$ cat config.mk
export PLATFORM = sky130hd
export DESIGN_NAME = router_ctrl_flat
export DESIGN_NICKNAME = d
export VERILOG_FILES = /design/src/rtl/router_ctrl_if.sv /design/src/rtl/router_ctrl.sv /design/src/flat_wrapper.sv
export SDC_FILE = /design/constraint.sdc
export NUM_CORES = 1
export LEC_CHECK = 0
export BUFFER_PORTS_ARGS = -buffer_cell sky130_fd_sc_hd__buf_2
export CAP_MARGIN = 20
export CELL_PAD_IN_SITES_DETAIL_PLACEMENT = 1
export CELL_PAD_IN_SITES_GLOBAL_PLACEMENT = 2
export CORE_ASPECT_RATIO = 0.9
export CORE_MARGIN = 2
export CORE_UTILIZATION = 24
export DETAILED_ROUTE_END_ITERATION = 10
export PLACE_DENSITY = 0.92
export SLEW_MARGIN = 0
export SYNTH_ARGS = -nofsm -noshare
export SYNTH_HDL_FRONTEND = slang
export SYNTH_SLANG_ARGS = --single-unit
$ cat constraint.sdc
create_clock -name router_clock -period 3.7 [get_ports router_clock]
set_input_delay 0 -clock router_clock [delete_from_list [all_inputs] [get_ports router_clock]]
set_output_delay 0 -clock router_clock [all_outputs]
set_load 0.1 [all_outputs]
$ cat src/rtl/router_ctrl_if.sv
// Bundle of the signals exchanged between router_ctrl and the rest of the 1x3 router.
//   master : source / register block / FIFO side. It drives the packet and FIFO status
//            inputs and observes the controller outputs.
//   slave  : router_ctrl side. It receives packet and FIFO status, and drives the phase
//            strobes, write enables, busy, vld_out and soft_reset.
interface router_ctrl_if;
    logic       pkt_valid;
    logic [1:0] data_in;
    logic [2:0] fifo_empty;
    logic [2:0] fifo_full_in;
    logic [2:0] read_enb;
    logic       parity_done;
    logic       low_pkt_valid;

    logic       detect_add;
    logic       lfd_state;
    logic       ld_state;
    logic       laf_state;
    logic       full_state;
    logic       rst_int_reg;
    logic       write_enb_reg;
    logic [2:0] write_enb;
    logic       fifo_full;
    logic       busy;
    logic [2:0] vld_out;
    logic [2:0] soft_reset;

    modport master (
        output pkt_valid, data_in, fifo_empty, fifo_full_in, read_enb, parity_done,
               low_pkt_valid,
        input  detect_add, lfd_state, ld_state, laf_state, full_state, rst_int_reg,
               write_enb_reg, write_enb, fifo_full, busy, vld_out, soft_reset
    );

    modport slave (
        input  pkt_valid, data_in, fifo_empty, fifo_full_in, read_enb, parity_done,
               low_pkt_valid,
        output detect_add, lfd_state, ld_state, laf_state, full_state, rst_int_reg,
               write_enb_reg, write_enb, fifo_full, busy, vld_out, soft_reset
    );
endinterface

$ cat src/rtl/router_ctrl.sv
// Packet-sequencing controller for the 1x3 router.
// Decodes the header address, walks each packet through header, payload, parity and
// FIFO-full recovery, and drives the phase strobes and per-port FIFO write enables.
//
// Ports:
//   router_clock : sole clock, rising edge
//   resetn       : synchronous active-low reset
//   bus          : router_ctrl_if.slave
//                  (packet/FIFO status in; phase strobes, write enables, busy, vld_out,
//                  soft_reset out)
//
// Optional feature (macro ROUTER_SOFT_RST_EN):
//   When it is defined, per-port read-timeout counters are built. A port whose output is
//   valid but unread for TIMEOUT cycles gets a one-cycle soft_reset. A soft reset on the
//   latched port aborts the packet in flight.
//   When it is undefined, soft_reset is tied to 000 and the FSM never sees it.
module router_ctrl #(
    parameter int unsigned TIMEOUT = 30
) (
    input logic          router_clock,
    input logic          resetn,
    router_ctrl_if.slave bus
);

    localparam logic [2:0] DecodeAddress    = 3'd0;
    localparam logic [2:0] LoadFirstData    = 3'd1;
    localparam logic [2:0] LoadData         = 3'd2;
    localparam logic [2:0] LoadParity       = 3'd3;
    localparam logic [2:0] CheckParityError = 3'd4;
    localparam logic [2:0] FifoFullState    = 3'd5;
    localparam logic [2:0] LoadAfterFull    = 3'd6;
    localparam logic [2:0] WaitTillEmpty    = 3'd7;

    logic [2:0] state_q, state_d;
    logic [1:0] addr_q, addr_d;
    logic       addr_ok;
    logic       hdr_accept;
    logic       soft_rst_active;
    logic [2:0] vld;

    assign vld         = ~bus.fifo_empty;
    assign bus.vld_out = vld;
    assign addr_ok     = (bus.data_in != 2'd3);
    assign hdr_accept  = (state_q == DecodeAddress) && bus.pkt_valid && addr_ok;
    assign bus.fifo_full = bus.fifo_full_in[addr_q];

`ifdef ROUTER_SOFT_RST_EN
    localparam int unsigned CntW = $clog2(TIMEOUT);

    logic [CntW-1:0] cnt_q [3];
    logic [CntW-1:0] cnt_d [3];
    logic [2:0]      soft_reset_q, soft_reset_d;

    // A port stalls while it has valid data that nobody reads. A read or an empty FIFO
    // restarts the count, so a read in the expiring cycle suppresses the pulse.
    always_comb begin
        for (int i = 0; i < 3; i++) begin
            cnt_d[i]        = '0;
            soft_reset_d[i] = 1'b0;
            if (vld[i] && !bus.read_enb[i]) begin
                if (cnt_q[i] == CntW'(TIMEOUT - 1)) begin
                    soft_reset_d[i] = 1'b1;
                end else begin
                    cnt_d[i] = cnt_q[i] + CntW'(1);
                end
            end
        end
    end

    always_ff @(posedge router_clock) begin
        if (!resetn) begin
            for (int i = 0; i < 3; i++) begin
                cnt_q[i] <= '0;
            end
            soft_reset_q <= 3'b000;
        end else begin
            for (int i = 0; i < 3; i++) begin
                cnt_q[i] <= cnt_d[i];
            end
            soft_reset_q <= soft_reset_d;
        end
    end

    assign bus.soft_reset  = soft_reset_q;
    assign soft_rst_active = soft_reset_q[addr_q];
`else
    logic [34:0] unused_cfg;

    assign unused_cfg      = {bus.read_enb, TIMEOUT};
    assign bus.soft_reset  = 3'b000;
    assign soft_rst_active = 1'b0;
`endif

    // Only valid port numbers are ever latched, so addr_q never reaches 3.
    assign addr_d = hdr_accept ? bus.data_in : addr_q;

    always_comb begin
        state_d = state_q;
        case (state_q)
            DecodeAddress: begin
                if (hdr_accept) begin
                    state_d = bus.fifo_empty[bus.data_in] ? LoadFirstData : WaitTillEmpty;
                end
            end
            LoadFirstData: state_d = LoadData;
            LoadData: begin
                if (bus.fifo_full) begin
                    state_d = FifoFullState;
                end else if (!bus.pkt_valid) begin
                    state_d = LoadParity;
                end
            end
            LoadParity: state_d = CheckParityError;
            CheckParityError: state_d = bus.fifo_full ? FifoFullState : DecodeAddress;
            FifoFullState: begin
                if (!bus.fifo_full) begin
                    state_d = LoadAfterFull;
                end
            end
            LoadAfterFull: begin
                if (bus.parity_done) begin
                    state_d = DecodeAddress;
                end else if (bus.low_pkt_valid) begin
                    state_d = LoadParity;
                end else begin
                    state_d = LoadData;
                end
            end
            WaitTillEmpty: begin
                if (bus.fifo_empty[addr_q]) begin
                    state_d = LoadFirstData;
                end
            end
            default: state_d = DecodeAddress;
        endcase
        // A soft reset of the port being written overrides every other transition.
        if (soft_rst_active && (state_q != DecodeAddress)) begin
            state_d = DecodeAddress;
        end
    end

    always_ff @(posedge router_clock) begin
        if (!resetn) begin
            state_q <= DecodeAddress;
            addr_q  <= 2'd0;
        end else begin
            state_q <= state_d;
            addr_q  <= addr_d;
        end
    end

    // Moore decode of the phase strobes, busy and the datapath write enable.
    always_comb begin
        bus.detect_add    = 1'b0;
        bus.lfd_state     = 1'b0;
        bus.ld_state      = 1'b0;
        bus.laf_state     = 1'b0;
        bus.full_state    = 1'b0;
        bus.rst_int_reg   = 1'b0;
        bus.busy          = 1'b0;
        bus.write_enb_reg = 1'b0;
        case (state_q)
            DecodeAddress: bus.detect_add = 1'b1;
            LoadFirstData: begin
                bus.lfd_state = 1'b1;
                bus.busy      = 1'b1;
            end
            LoadData: begin
                bus.ld_state      = 1'b1;
                bus.write_enb_reg = 1'b1;
            end
            LoadParity: begin
                bus.busy          = 1'b1;
                bus.write_enb_reg = 1'b1;
            end
            CheckParityError: begin
                bus.rst_int_reg = 1'b1;
                bus.busy        = 1'b1;
            end
            FifoFullState: begin
                bus.full_state = 1'b1;
                bus.busy       = 1'b1;
            end
            LoadAfterFull: begin
                bus.laf_state     = 1'b1;
                bus.busy          = 1'b1;
                bus.write_enb_reg = 1'b1;
            end
            WaitTillEmpty: bus.busy = 1'b1;
            default: ;
        endcase
    end

    always_comb begin
        for (int i = 0; i < 3; i++) begin
            bus.write_enb[i] = bus.write_enb_reg && (addr_q == 2'(i));
        end
    end

endmodule

$ cat src/flat_wrapper.sv
// flat-port wrapper written by rule: the top's interface ports become plain ports
module router_ctrl_flat 
#(
    parameter int unsigned TIMEOUT = 30
)
  (router_clock, resetn, bus_pkt_valid, bus_data_in, bus_fifo_empty, bus_fifo_full_in, bus_read_enb, bus_parity_done, bus_low_pkt_valid, bus_detect_add, bus_lfd_state, bus_ld_state, bus_laf_state, bus_full_state, bus_rst_int_reg, bus_write_enb_reg, bus_write_enb, bus_fifo_full, bus_busy, bus_vld_out, bus_soft_reset);
  router_ctrl_if bus_i ();
  input logic router_clock;
  input logic resetn;
  input wire logic [$bits(bus_i.pkt_valid)-1:0] bus_pkt_valid;
  input wire logic [$bits(bus_i.data_in)-1:0] bus_data_in;
  input wire logic [$bits(bus_i.fifo_empty)-1:0] bus_fifo_empty;
  input wire logic [$bits(bus_i.fifo_full_in)-1:0] bus_fifo_full_in;
  input wire logic [$bits(bus_i.read_enb)-1:0] bus_read_enb;
  input wire logic [$bits(bus_i.parity_done)-1:0] bus_parity_done;
  input wire logic [$bits(bus_i.low_pkt_valid)-1:0] bus_low_pkt_valid;
  output wire logic [$bits(bus_i.detect_add)-1:0] bus_detect_add;
  output wire logic [$bits(bus_i.lfd_state)-1:0] bus_lfd_state;
  output wire logic [$bits(bus_i.ld_state)-1:0] bus_ld_state;
  output wire logic [$bits(bus_i.laf_state)-1:0] bus_laf_state;
  output wire logic [$bits(bus_i.full_state)-1:0] bus_full_state;
  output wire logic [$bits(bus_i.rst_int_reg)-1:0] bus_rst_int_reg;
  output wire logic [$bits(bus_i.write_enb_reg)-1:0] bus_write_enb_reg;
  output wire logic [$bits(bus_i.write_enb)-1:0] bus_write_enb;
  output wire logic [$bits(bus_i.fifo_full)-1:0] bus_fifo_full;
  output wire logic [$bits(bus_i.busy)-1:0] bus_busy;
  output wire logic [$bits(bus_i.vld_out)-1:0] bus_vld_out;
  output wire logic [$bits(bus_i.soft_reset)-1:0] bus_soft_reset;
  assign bus_i.pkt_valid = bus_pkt_valid;
  assign bus_i.data_in = bus_data_in;
  assign bus_i.fifo_empty = bus_fifo_empty;
  assign bus_i.fifo_full_in = bus_fifo_full_in;
  assign bus_i.read_enb = bus_read_enb;
  assign bus_i.parity_done = bus_parity_done;
  assign bus_i.low_pkt_valid = bus_low_pkt_valid;
  assign bus_detect_add = bus_i.detect_add;
  assign bus_lfd_state = bus_i.lfd_state;
  assign bus_ld_state = bus_i.ld_state;
  assign bus_laf_state = bus_i.laf_state;
  assign bus_full_state = bus_i.full_state;
  assign bus_rst_int_reg = bus_i.rst_int_reg;
  assign bus_write_enb_reg = bus_i.write_enb_reg;
  assign bus_write_enb = bus_i.write_enb;
  assign bus_fifo_full = bus_i.fifo_full;
  assign bus_busy = bus_i.busy;
  assign bus_vld_out = bus_i.vld_out;
  assign bus_soft_reset = bus_i.soft_reset;
  router_ctrl #(.TIMEOUT(TIMEOUT)) u_core (.router_clock(router_clock), .resetn(resetn), .bus(bus_i));
endmodule
==> impl_metrics.toml, run 1 <==
[routing]
dr_wl_met2_microns = 831
routed.top_layer = "met3"
postRouteAntennaNets = 0
wl_per_cell_microns = 13.23
drc = 0
vias = 653
first_pass_iters = 2
first_iter_violations = 26
wl_met3_microns = 145
drt-met1-wl_microns = 770
finalWirelength_mm = 1.746
viasPerCell = 4.947

[grt]
overflow = 0
grt_pass1_vias = 608
grt_max_degree = 13
grtUsageTotal_pct = 12.09
antenna_found_initial = 0
grt_pass1_wl_mm = 2.766

[clock_tree]
clock_path_buffers = 2
cts_buffers = 3
h-tree-depth = 1
clk_latency_ns = 0.24
cts-resized-gates = 0
cts_root_buffer = "clkbuf_4"
tritoncts = "yes"
holdBufCountCts = 0
clkTransAtPathRegs_ns = 0.04
cts_setup_buffers = 0
cts.sinks = 5

[logic_synthesis]
yosysTopAreaCell = "dfxtp_1"
ys_types = 40
syn_inst = 79
synth-seq-cells = 5
ys.flop_type = "dfxtp_1"
async_flop_share_pct = 0
yosysWarningCount = 0
netlist_area_sq_um = 619.3
netlist_top_cells_area = "dfxtp_1 16%, inv_1 6.1%, o211ai_1 4.8%"
yosysSeqAreaShare_pct = 16.16
synth_edf_count = 0
synth_area_per_cell_sq_um = 7.840
yosysTopAreaCellShare_pct = 16.16

[floorplanning]
die-area_sq_mm = 0.003003
initial_core_util_pct = 25.32
core_sq_mm = 0.002446
row_count = 17
ioPinCount = 34
die_h_microns = 52.19
die_w_microns = 57.55

[worst_setup_path]
critPathRequiredTime_ns = 3.70
critPathLaunchType = "register"
crit_fanout = 11
cp.arrival_ns = 1.77
path_cells = "nand3b_1 > o21a_4 > clkinv_4 > buf_2"
cp_slowest_cell = "dfxtp_1"
worst-setup-path-type = "reg -> out"
critPathCaptureType = "output port"
cp_slowest_stage_delay_ns = 0.58

[layout]
area_growth_syn_to_layout_pct = 23.84
nNetsFinal = 121
drive_gt1_share_pct = 38.46
utilization_pct = 31.36
final_cells = 132
num_antenna_cells = 0
fillCellCount = 316

[status]
status = "finished clean"

[sta]
finalSetupViolCount = 0
final_max_slew_viol_count = 0
hold_viol_final = 0
grt_setup_unrepaired = "false"
fmax_mhz = 565.2
finalSetupTns_ns = 0
worst_slack_ns = 1.931
fin_skew_ns = 0.0006664
post-route-min-period_ns = 1.769
period_share_pct = 47.82

[min_path]
hold_class = "in -> reg"

[place]
hpwl_mm = 1.393
dp_cells = 128
place_ws_ns = 2.128
port_buffers = 27
place_congestion = 0.7280

[job]
drv_cap = 0
-- sequential cells by signal, summed over array words and instances, names as in the netlist --
| register | flops |
|---|---|
| u_core.addr_q | 2 |
| u_core.state_q | 3 |
-- per-stage QoR --
stage          cell area, sq um  hold slack (ns)
3_3_place_gp              740.7           0.2625
3_5_place_dp              740.7           0.2783
4_1_cts                   767.0          0.02446
5_1_grt                   767.0          0.02195
6_report                  767.0          0.02771
2_1_floorplan             626.9           0.1419
-- metal layers --
metal  up-vias  track usage (%)
met2        25            21.40
met5         -                0
met1       301            14.03
met3         0            4.444
li1        327                -
met4         0            2.326
-- layout make-up --
| cell class | count | area (sq um) | share of cell area, % |
|---|---|---|---|
| Sequential cell | 5 | 100.1 | 13.05 |
| Tap cell | 28 | 35.03 | 4.568 |
| Clock buffer | 4 | 26.28 | 3.426 |
| Timing Repair Buffer | 27 | 135.1 | 17.62 |
| Multi-Input combinational cell | 56 | 420.4 | 54.81 |
| Inverter | 12 | 50.05 | 6.525 |
-- synthesized netlist by cell type (all sizes together), types with 2 or more instances --
master	n
nor2	2
buf	7
a21oi	3
nor3	6
o21ai	2
nor3b	3
o211ai	5
inv	11
a21boi	3
mux2i	3
o32ai	2
nor2b	3
dfxtp	5
o221ai	2
nand2	6
-- worst max-delay path, delay by kind of cell, from the launching register on --
family                 cells  cell delay [ns]
AND/OR/NAND/NOR            1             0.25
buffers and inverters      2             0.49
flip-flops                 1             0.58
AO/OA/AOI/OAI              1             0.21
-- cell usage in the layout, fill, tap and decap left out, types with 2 or more instances in the layout --
cell      instances
o21ai_0           2
nor2b_1           3
nor2_1            2
clkbuf_4          3
mux2i_1           2
nor3b_1           3
buf_2            27
o211ai_1          4
inv_1            10
a21oi_1           3
dfxtp_1           5
nand2_1           6
conb_1            3
nor3_1            5
a21boi_0          2
-- final timing paths --
| check | start | endpoint | slack [ns] | depth (start not counted) |
|---|---|---|---|---|
| setup / recovery | u_core.addr_q[1] | bus_fifo_full | 1.93 | 4 |
| hold / removal | resetn | u_core.addr_q[0] | 0.03 | 2 |
| setup reg to reg | u_core.addr_q[0] | u_core.state_q[2] | 2.14 | 5 |
| hold reg to reg | u_core.addr_q[0] | u_core.addr_q[0] | 0.70 | 1 |
-- cell families (layout without fill, tap and decap cells) --
kind of cell,Yosys count,count (layout),synth area share (%)
muxes,4,4,8.687
other,1,3,0.6055
buffers and inverters,20,43,17.17
AOI/OAI and AO/OA,24,24,35.15
DFF,5,5,16.16
and+or+nand+nor,25,25,22.22
Power of run 1 is not shown: default switching activity piles up to over one toggle a cycle in this logic, so the estimate is an artifact.
==> run 2, diff against run 1 <==
--- a/config.mk
+++ b/config.mk
@@ -11,9 +11,9 @@
 export CELL_PAD_IN_SITES_GLOBAL_PLACEMENT = 2
 export CORE_ASPECT_RATIO = 0.9
 export CORE_MARGIN = 2
-export CORE_UTILIZATION = 24
+export CORE_UTILIZATION = 22
 export DETAILED_ROUTE_END_ITERATION = 10
-export PLACE_DENSITY = 0.92
+export PLACE_DENSITY = 0.86
 export SLEW_MARGIN = 0
 export SYNTH_ARGS = -nofsm -noshare
 export SYNTH_HDL_FRONTEND = slang
==> constraint.sdc (replaced) <==
create_clock -name router_clock -period 1.65 [get_ports router_clock]
set_input_delay 0 -clock router_clock [delete_from_list [all_inputs] [get_ports router_clock]]
set_output_delay 0 -clock router_clock [all_outputs]
set_load 0.1 [all_outputs]
==> run 2 against run 1 <==
Setup slack worse by 1.8 ns. Clock-buffer cell count did not move. Register-to-register slack worse by 1.9 ns. Wire length down 1.9%. Final cell count rose by 3.0%. Critical path type unchanged. Via count rose by 2.6%. First-iteration DRC count increased by 31%. Highest routed layer unchanged. Global-route usage shrank 0.24 points. Flip-flop and latch count unchanged. Non-clock buffer count rose by 2.
==> impl_metrics.toml, run 2 (synthesis results as in run 1) <==
[worst_setup_path]
worst-setup-path-type = "reg -> out"
critPathRequiredTime_ns = 1.65
crit_fanout = 12
regToRegStartpoint = "u_core.addr_q[0]"
critPathCaptureType = "output port"
r2r_cells = 5
worstReg2RegEnd = "u_core.state_q[2]"
cp.arrival_ns = 1.50
rrSetupSlack_ns = 0.23
critPathLaunchType = "register"

[floorplanning]
ioPinCount = 34
die_w_microns = 59.93
row_count = 18
core_sq_mm = 0.002703
die-area_sq_mm = 0.003256
initial_core_util_pct = 22.92
die_h_microns = 54.34

[min_path]
min_to = "u_core.addr_q[0]"
min-delay-start = "bus_data_in[0]"
hold_class = "in -> reg"
min_path_cells = 2

[layout]
final_cell_mix = "21 x buf_2, 10 x inv_1, 5 x nand2_1, 5 x clkbuf_4"
stdcell_area_sq_um = 907.1
nNetsFinal = 123
area_growth_syn_to_layout_pct = 46.46
num_antenna_cells = 0
utilization_pct = 33.56
drive_gt1_share_pct = 50.00
multiInputGateArea_sq_um = 470.5
largest_reg_flops = 3
top_regs = "u_core.state_q x3, u_core.addr_q x2"
ff_latch_area_sq_um = 105.1
final_common_cell = "buf_2"
regMostFlops = "u_core.state_q"
fillCellCount = 337

[clock_tree]
clock_path_buffers = 2
h-tree-depth = 1
cts_buffers = 3
clk_latency_ns = 0.25
clkTransAtPathRegs_ns = 0.05
tritoncts = "yes"
cts.sinks = 5
cts_root_buffer = "clkbuf_4"

[sta]
hold_viol_final = 0
finalSetupViolCount = 0
fmax_mhz = 666.9
final_max_slew_viol_count = 0
fin_skew_ns = 0.006251
post-route-min-period_ns = 1.500
period_share_pct = 90.88
grt_setup_unrepaired = "false"

[place]
hpwl_mm = 1.411
place_area_sq_um = 863.3
port_buffers = 27
place_congestion = 0.7786

[grt]
antenna_found_initial = 0
busiest_layer = "met2"
met1_usage_pct = 13.57
use_met2_pct = 21.56
grt_max_degree = 13
grt_pass1_vias = 664
grt_pass1_wl_mm = 2.911
met3_usage_pct = 4.019
overflow = 0
grtUsageTotal_pct = 11.86

[status]
status = "finished clean"

[routing]
viasPerCell = 4.926
first_pass_iters = 4
finalWirelength_mm = 1.713
drc = 0
wl_per_cell_microns = 12.60
vias = 670
postRouteAntennaNets = 0
first_iter_violations = 34

[power_and_ir_drop]
power_mw = 2.015
ir_drop_v = 0.0006088
p_leak_nw = 0.4002
powerDensity_mw_per_mm2 = 2221

[job]
drv_cap = 0
## run 2: how the worst max path moves through the flow
stage,startpoint,endpoint,slack (ns),depth (start not counted)
global route,u_core.state_q[1],bus_write_enb[0],0.05,3
floorplan,u_core.state_q[2],bus_laf_state,-0.29,3
finish,u_core.state_q[1],bus_write_enb[0],0.15,3
global placement,u_core.addr_q[0],u_core.state_q[2],0.12,5
CTS,u_core.state_q[2],bus_write_enb[1],0.03,4
detailed placement,u_core.addr_q[0],u_core.state_q[0],0.08,5
## run 2: through the flow
stage / hold slack (ns) / setup WS, ns / std cells / setup TNS [ns]
final: 0.1046 / 0.1504 / 136 / 0
after global routing: 0.1205 / 0.04925 / 136 / 0
after CTS: 0.005463 / 0.02525 / 135 / 0
after detailed placement: 0.2667 / 0.08435 / 131 / 0
after global placement: 0.2610 / 0.1218 / 131 / 0
after floorplan: 0.1419 / -0.2943 / 81 / -2.147
## run 2: cell type report
type / count / area share, %
clock buffer: 4 / 2.897
inverter: 12 / 5.517
multi-input combinational: 56 / 51.86
sequential: 5 / 11.59
tap: 30 / 4.138
timing repair buffer: 29 / 24.00
## run 2: report_power, final
part	total [mW]	switching (mW)	internal (mW)
sequential	0.327	0.155	0.172
clock	0.145	0.0531	0.0916
combinational	1.54	1.15	0.394
## run 2: per-layer routing
| metal | wire, microns | part of all wire [%] |
|---|---|---|
| met5 | 0 | 0 |
| met4 | 0 | 0 |
| met3 | 126 | 7.4 |
| met2 | 853 | 50 |
| met1 | 733 | 43 |
## run 2: timing repair
| item | 4_1_cts | 5_1_grt |
|---|---|---|
| hold buffers | 0 | 1 |
| hold endpoints to repair | 0 | 1 |
| buffers inserted | 0 | 0 |
| setup endpoints to repair | 0 | 9 |
| gates resized for setup | 0 | 4 |
## run 2: critical path, stage by stage (launching register included)
cell and delay (ns):
dfxtp_2 0.49, nand2_1 0.20, nor3_2 0.12, buf_2 0.44
Note: power is estimated with default switching activity, not from simulation.
